## src/rtl/serial_receiver.sv

```systemverilog
// serial_receiver
//   Serial-to-parallel receiver for the load/shift/done link. A start strobe
//   (ST) sampled in IDLE opens a frame. WIDTH serial bits (SIN) are then
//   captured on consecutive edges and assembled into a parallel word. The word
//   is presented on DOUT with RDY held high until the consumer acknowledges it
//   (ACK). A frame that completes while an unacknowledged word is pending is
//   dropped, and OVR is set.
//
// Parameters
//   WIDTH      bits per frame (2..32)
//   MSB_FIRST  1: first received bit lands in DOUT[WIDTH-1]
//              0: first received bit lands in DOUT[0]
//
// Ports
//   Cin   in   clock, rising edge
//   RSTn  in   asynchronous active-low reset
//   ST    in   frame start strobe, sampled only in IDLE
//   SIN   in   serial data bit, sampled every cycle in SHIFT
//   ACK   in   consumer acknowledge, clears RDY and OVR
//   SH    out  high while bits are being captured
//   DOUT  out  last completed frame
//   RDY   out  DOUT holds an unacknowledged frame
//   OVR   out  sticky: a frame completed and was dropped while RDY=1
module serial_receiver #(
  parameter int unsigned WIDTH     = 8,
  parameter bit          MSB_FIRST = 1'b1
) (
  input  logic             Cin,
  input  logic             RSTn,
  input  logic             ST,
  input  logic             SIN,
  input  logic             ACK,
  output logic             SH,
  output logic [WIDTH-1:0] DOUT,
  output logic             RDY,
  output logic             OVR
);

  localparam int unsigned CW = $clog2(WIDTH + 1);

  typedef enum logic {IDLE, SHIFT} state_t;

  state_t           state;
  logic [WIDTH-1:0] sr;
  logic [CW-1:0]    cnt;
  logic [WIDTH-1:0] word;
  logic             done;

  // The word includes the bit being sampled on this edge, so the completed
  // frame can go straight to DOUT without an extra cycle.
  always_comb begin
    word = '0;
    if (MSB_FIRST) word = {sr[WIDTH-2:0], SIN};
    else           word = {SIN, sr[WIDTH-1:1]};
    done = (state == SHIFT) && (cnt == CW'(WIDTH - 1));
  end

  always_ff @(posedge Cin or negedge RSTn) begin
    if (!RSTn) begin
      state <= IDLE;
      sr    <= '0;
      cnt   <= '0;
      SH    <= 1'b0;
      DOUT  <= '0;
      RDY   <= 1'b0;
      OVR   <= 1'b0;
    end else begin
      case (state)
        IDLE: begin
          if (ST) begin
            state <= SHIFT;
            sr    <= '0;
            cnt   <= '0;
            SH    <= 1'b1;
          end
        end
        SHIFT: begin
          sr  <= word;
          cnt <= cnt + 1'b1;
          if (done) begin
            state <= IDLE;
            SH    <= 1'b0;
          end
        end
        default: begin
          state <= IDLE;
          SH    <= 1'b0;
        end
      endcase

      // OVR can only be set while RDY=1, so accepting a word (RDY=0 or
      // simultaneous ACK) always leaves OVR clear.
      if (done) begin
        if (!RDY || ACK) begin
          DOUT <= word;
          RDY  <= 1'b1;
          OVR  <= 1'b0;
        end else begin
          OVR  <= 1'b1;
        end
      end else if (ACK) begin
        RDY <= 1'b0;
        OVR <= 1'b0;
      end
    end
  end

endmodule

```

## config.mk

```make
export PLATFORM = sky130hd
export DESIGN_NAME = serial_receiver
export DESIGN_NICKNAME = d
export VERILOG_FILES = /design/src/rtl/serial_receiver.sv
export SDC_FILE = /design/constraint.sdc
export NUM_CORES = 1
export LEC_CHECK = 0
export CORE_MARGIN = 2
export CORE_UTILIZATION = 50
export DETAILED_ROUTE_END_ITERATION = 8
export PLACE_DENSITY = 0.76
export SYNTH_ARGS = -nofsm -noshare
export SYNTH_HDL_FRONTEND = slang
export SYNTH_SLANG_ARGS = --single-unit
```

## constraint.sdc

```tcl
create_clock -name Cin -period 1.7 [get_ports Cin]
set_input_delay 0.17 -clock Cin [delete_from_list [all_inputs] [get_ports Cin]]
set_output_delay 0.17 -clock Cin [all_outputs]
set_load 0.005 [all_outputs]
```

==> results of run 1 <==
## through the flow
stage          power (µW)  utilization [%]  setup WS, ps
3_3_place_gp         1800             64.2           143
6_report             2080             66.9           142
4_1_cts              2080             65.7          52.0
5_1_grt              2240             66.9          75.7
3_5_place_dp         1840             64.2          72.4
2_1_floorplan        1470                -           249
## Yosys cell counts
master    number  area (µm²)
clkbuf_1       1        3.75
a21oi_4        1        16.3
nand2b_1       4        25.0
a21o_1         1        7.51
o21a_1         2        15.0
nor2_1         1        3.75
nor3b_1        1        7.51
ha_1           1        12.5
mux2i_1        1        10.0
a21oi_1        1        5.00
nand2_1        5        18.8
dfrtp_1       23         576
inv_1          2        7.51
a22o_1         5        43.8
xnor2_1        1        8.76
nand3_1        1        5.00
xor2_1         1        8.76
o21ai_0        5        25.0
buf_2          2        10.0
or2b_1         1        7.51
nor2b_1        1        6.26
nand4b_4       1        23.8
mux2_2         8        90.1
## how the worst max path moves through the flow
stage	depth (start not counted)	end	slack [ps]	from
2_1_floorplan	4	DOUT[0]	250	cnt[0]
3_3_place_gp	4	DOUT[2]	140	cnt[0]
3_5_place_dp	4	DOUT[1]	70	cnt[0]
4_1_cts	4	DOUT[1]	50	cnt[0]
5_1_grt	5	DOUT[2]	80	cnt[0]
6_report	5	DOUT[1]	140	cnt[0]
## layer usage
metal | wire length, µm | part of all wire, %
met1 | 714 | 48
met2 | 692 | 47
met3 | 63 | 4.3
met4 | 6 | 0.41
met5 | 0 | 0
## repair_timing
item,in CTS,in global routing
gates resized for setup,0,0
setup endpoints to repair,0,6
setup buffers,0,1
endpoints found under the hold margin,0,0
## cells in the final DEF, fill, tap and decap left out, drive strengths merged
| cell type | synthesis | layout |
|---|---|---|
| ha | 1 | 1 |
| nand2b | 4 | 4 |
| nor2b | 1 | 1 |
| clkdlybuf4s50 | 0 | 15 |
| xor2 | 1 | 1 |
| a21o | 1 | 1 |
| nand4b | 1 | 1 |
| buf | 2 | 3 |
| clkbuf | 1 | 3 |
| or2b | 1 | 1 |
| a22o | 5 | 5 |
| nor2 | 1 | 1 |
| nand2 | 5 | 5 |
| nor3b | 1 | 1 |
| clkinv | 0 | 1 |
| mux2 | 8 | 8 |
| xnor2 | 1 | 1 |
| a21oi | 2 | 2 |
| o21a | 2 | 2 |
| o21ai | 5 | 5 |
| mux2i | 1 | 1 |
| nand3 | 1 | 1 |
| dfrtp | 23 | 23 |
| inv | 2 | 2 |
## state kept, by name, summed over array words and instances, names as in the netlist
name,cells
DOUT,8
OVR,1
RDY,1
SH,1
cnt,4
sr,7
state,1
## worst max-delay path, stage by stage, from the launching register on
cell and delay, ps:
dfrtp_1 410, ha_1 240, nand4b_4 160, a21oi_4 160
buf_12 140, mux2_2 340
## power by group through the flow
| stage | clock network, µW | logic, µW | registers [µW] |
|---|---|---|---|
| finish | 238 | 848 | 988 |
| global route | 273 | 948 | 1020 |
| CTS | 248 | 838 | 990 |
| detailed placement | 0 | 835 | 1010 |
| global placement | 0 | 812 | 992 |
| floorplan | 0 | 486 | 982 |
## logic make-up after synthesis
group | after synthesis | synth area share [%]
DFF | 23 | 61.4
and+or+nand+nor | 15 | 10.4
AOI/OAI and AO/OA | 15 | 12.0
adders and majority gates | 1 | 1.33
buffers and inverters | 5 | 2.27
xor gates and xnor gates | 2 | 1.87
muxes | 9 | 10.7
## final cells by class
class | instances | area, µm²
Inverter | 2 | 7.51
Clock buffer | 3 | 22.5
Clock inverter | 1 | 5.00
Fill cell | 135 | 578
Timing Repair Buffer | 18 | 185
Tap cell | 25 | 31.3
Multi-Input combinational cell | 42 | 340
Sequential cell | 23 | 576
==> results.cfg, run 1 <==
[outcome]
status = completed

[timing]
finalSetupViolCount = 0
drv_slew = 0
worst_pin_slew_ps = 360
maxSlewHeadroom_pct = 75.9
hold_viol_final = 0
holdWs_ps = 212
final.min_clock_period_ps = 1560
finalCritPeriodShare_pct = 91.6
skew_ps = 2.00
rsz0062_at_grt = no
tns_ps = 0
fmax_mhz = 642

[cells_and_area]
nNetsFinal = 96
final_cell_count_no_fill = 114
stdcell_area_um2 = 1170
syn_to_final_growth_pct = 24.6
num_antenna_cells = 0
drive_gt1_share_pct = 19.1

[cts]
htreeDepth = 1
cts_buffer_depth = 2
cts_made_buffers = 3
insertion_delay_ps = 300
hold_buffers = 0
clock-root-buffer = clkbuf_4
cts_sinks = 23
cts.reportedPaths.clkPinSlew_ps = 120
cts_tree = done

[route]
postRouteAntennaNets = 0
drc = 0
drt_pass1_iterations = 4
drt_iter0_markers = 1
via_count = 584
wl_um = 1480
post_drt_wl_per_cell_um = 13.0
viasPerCell = 5.12

[synthesis]
synth.avg_cell_area_um2 = 13.4
syn-num-nets = 76
synthCells = 70
ys_types = 23
yosys_warnings = 0
yosysSeqAreaShare_pct = 61.4
syn_area_um2 = 937
ys_seq_elements = 23

[global_routing]
grt_pass1_vias = 509
grt_max_degree = 24
use_met1_pct = 21.1
antenna_found_initial = 0
grt_use_total_pct = 14.7
grt_pass1_wl_um = 2300
grt.met2_usage_pct = 22.4
grt_util_met3_pct = 2.69
overflow = 0
grt-busiest-layer = met2

[power_and_ir_drop]
leakage_uw = 0.000515
power_frac_seq_pct = 47.6
ir_drop_mv = 0.788
power_per_cell_area_nw_per_um2 = 1780
clkPwrFrac_pct = 11.5
switching_share_pct = 30.5
power.switching_uw = 633
p_comb_share_pct = 40.9
p_int_uw = 1440

[setup_path]
crit_type = flop to flop
worstPathArrival_ps = 1750
worstPathRequired_ps = 1890
worstSetupEndpointType = flop
timing.rr.end = DOUT[1]
r2r_cells = 5
cp_max_fo = 9
r2r_start = cnt[0]
cp-start-kind = flop
r2r_setup_slack_ps = 140

[die]
ioPinCount = 16
die-area_um2 = 2240
initial_core_util_pct = 53.7
core_um2 = 1750
die_h_um = 47.3
rows = 15
fp.dieW_um = 47.3

[flow_run]
cap_violations = 0

[placement]
dpl-instance-area_um2 = 1120
dp_cells = 109
place.gp.congestion = 0.683
port-buffer-count = 15
dp_hpwl_um = 1010

[hold_path]
hold_path.class = input port to async pin
No activity file was read; power rests on OpenSTA's default activity.
==> inputs of run 2 (changes only) <==
- TNS_END_PERCENT: unset -> 30
==> results of run 2 <==
Same layout as run 1: the final DEF is identical, and so are final timing and power.
==> inputs of run 3 (changes only) <==
- CAP_MARGIN: unset -> 20
- CORE_MARGIN: 2 -> 3
==> run 3 against run 2 <==
First-iteration DRC count rose to 13 times the previous value. Routed wire length rose by 1.8%. Worst setup slack got worse by 46 ps. Clock-buffer cell count did not move.
==> results.cfg, run 3 (synthesis gave the netlist of run 1 again) <==
[setup_path]
crit_chain = ha_1 > nand4b_4 > a21oi_2 > mux2_2
crit_type = flop to flop
r2r_cells = 4
timing.rr.end = DOUT[3]
cp-start-kind = flop
crit_end = DOUT[3]
cp_top_family = flip-flops
r2r_setup_slack_ps = 100
path_buf_inv = 0
worstPathArrival_ps = 1800
worstSetupEndpointType = flop
slowest_stage = dfrtp_1
critPathMaxStageDelay_ps = 420
worstPathRequired_ps = 1900
r2r_start = cnt[0]
critPathLaunch = cnt[0]
worstSetupPathDepth = 4
cp_max_fo = 6

[timing]
postLayoutSetupSlackWorst_ps = 96.0
hold_viol_final = 0
final.min_clock_period_ps = 1600
maxSlewHeadroom_pct = 75.0
worst_pin_slew_ps = 374
finalCritPeriodShare_pct = 94.4
drv_slew = 0
skew_ps = 2.80
finalSetupViolCount = 0
fmax_mhz = 623
holdWs_ps = 208

[cts]
cts.reportedPaths.clkPinSlew_ps = 120
cts-resized-gates = 0
clock-root-buffer = clkbuf_4
insertion_delay_ps = 300
htreeDepth = 1
cts_sinks = 23
cts_made_buffers = 3
cts_tree = done
cts_buffer_depth = 2

[die]
initial_core_util_pct = 53.7
die_h_um = 49.3
ioPinCount = 16
rows = 15
fp.dieW_um = 49.3
die-area_um2 = 2430
core_um2 = 1750

[cells_and_area]
largest_register_ffs = 8
drive_gt1_share_pct = 20.0
largest_register = DOUT
layout_common_cells = 23 x dfrtp_1, 15 x clkdlybuf4s50_1, 8 x mux2_2
fill_cells = 146
reg.largest.list = DOUT x8, sr x7, cnt x4
fin_util_pct = 66.7
nNetsFinal = 97
syn_to_final_growth_pct = 24.2
layout_commonest_cell = dfrtp_1
num_antenna_cells = 0

[outcome]
status = completed

[placement]
place.gp.congestion = 0.729
port-buffer-count = 15
pre_cts_ws_ps = 93.7
dp_hpwl_um = 986

[hold_path]
hold_path.class = input port to async pin

[power_and_ir_drop]
ir_drop_mv = 0.862
power_per_cell_area_nw_per_um2 = 1780
leakage_uw = 0.000515

[global_routing]
overflow = 0
grt_pass1_vias = 551
grt_pass1_wl_um = 2490
antenna_found_initial = 0
grt_use_total_pct = 13.5
grt_max_degree = 24

[flow_run]
cap_violations = 0

[route]
drc = 0
post_drt_wl_per_cell_um = 13.1
drt_pass1_iterations = 4
viasPerCell = 5.17
via_count = 594
drt_iter0_markers = 13
wl_um = 1500
postRouteAntennaNets = 0
## run 3: cell types whose count changed in the layout (fill, tap and decap cells not counted)
cell	previous run	this run
buf_12	1	0
buf_4	2	3
a21oi_2	0	1
## run 3: how the worst min path moves through the flow
stage / endpoint / slack (ps) / cells after the start
floorplan: DOUT[0] / -130 / 0
global placement: SH / 480 / 1
detailed placement: sr[6] / 480 / 1
CTS: sr[6] / 200 / 2
global route: DOUT[7] / 210 / 2
finish: cnt[2] / 210 / 2
## run 3: metrics by stage
| stage | instance area (µm²) | TNS (ps) | std cells | power, µW |
|---|---|---|---|---|
| finish | 1160 | 0 | 115 | 2070 |
| global route | 1160 | -0.0995 | 115 | 2220 |
| CTS | 1150 | 0 | 113 | 2080 |
| detailed placement | 1120 | 0 | 109 | 1830 |
| global placement | 1120 | 0 | 109 | 1800 |
| floorplan | 937 | 0 | 70 | 1470 |
## run 3: repair_timing
| action | CTS | global route |
|---|---|---|
| setup buffers | 0 | 1 |
| setup endpoints to repair | 0 | 8 |
| hold buffers | 0 | 0 |
## run 3: worst reg2reg max path: stages (launching register included)
cell and delay (ps):
dfrtp_1 420, ha_1 250, nand4b_4 180, a21oi_2 280
mux2_2 380
## run 3: layout make-up
cell class / instances / area [µm²] / area share [%]
clock buffers: 3 / 22.5 / 1.94
clock inverters: 1 / 5.00 / 0.430
inverters: 2 / 7.51 / 0.645
multi-input cells: 43 / 349 / 30.0
flip-flops and latches: 23 / 576 / 49.5
well taps: 25 / 31.3 / 2.69
repair buffers: 18 / 173 / 14.8
## run 3: power breakdown
part           internal [µW]  total (µW)  switching [µW]
Clock                   87.6         242             154
Combinational            535         838             302
Sequential               806         992             187
Total                   1430        2070             644
## run 3: per-layer routing
layer  wire length [µm]  GRT usage, %  part of all wire [%]  up-vias
met5                  0             0                     0        -
met4                 16          5.69                   1.1        0
met3                 77          3.36                   5.1        2
met2                663          20.8                    44       18
met1                745          18.2                    50      290
li1                   -             -                     -      284
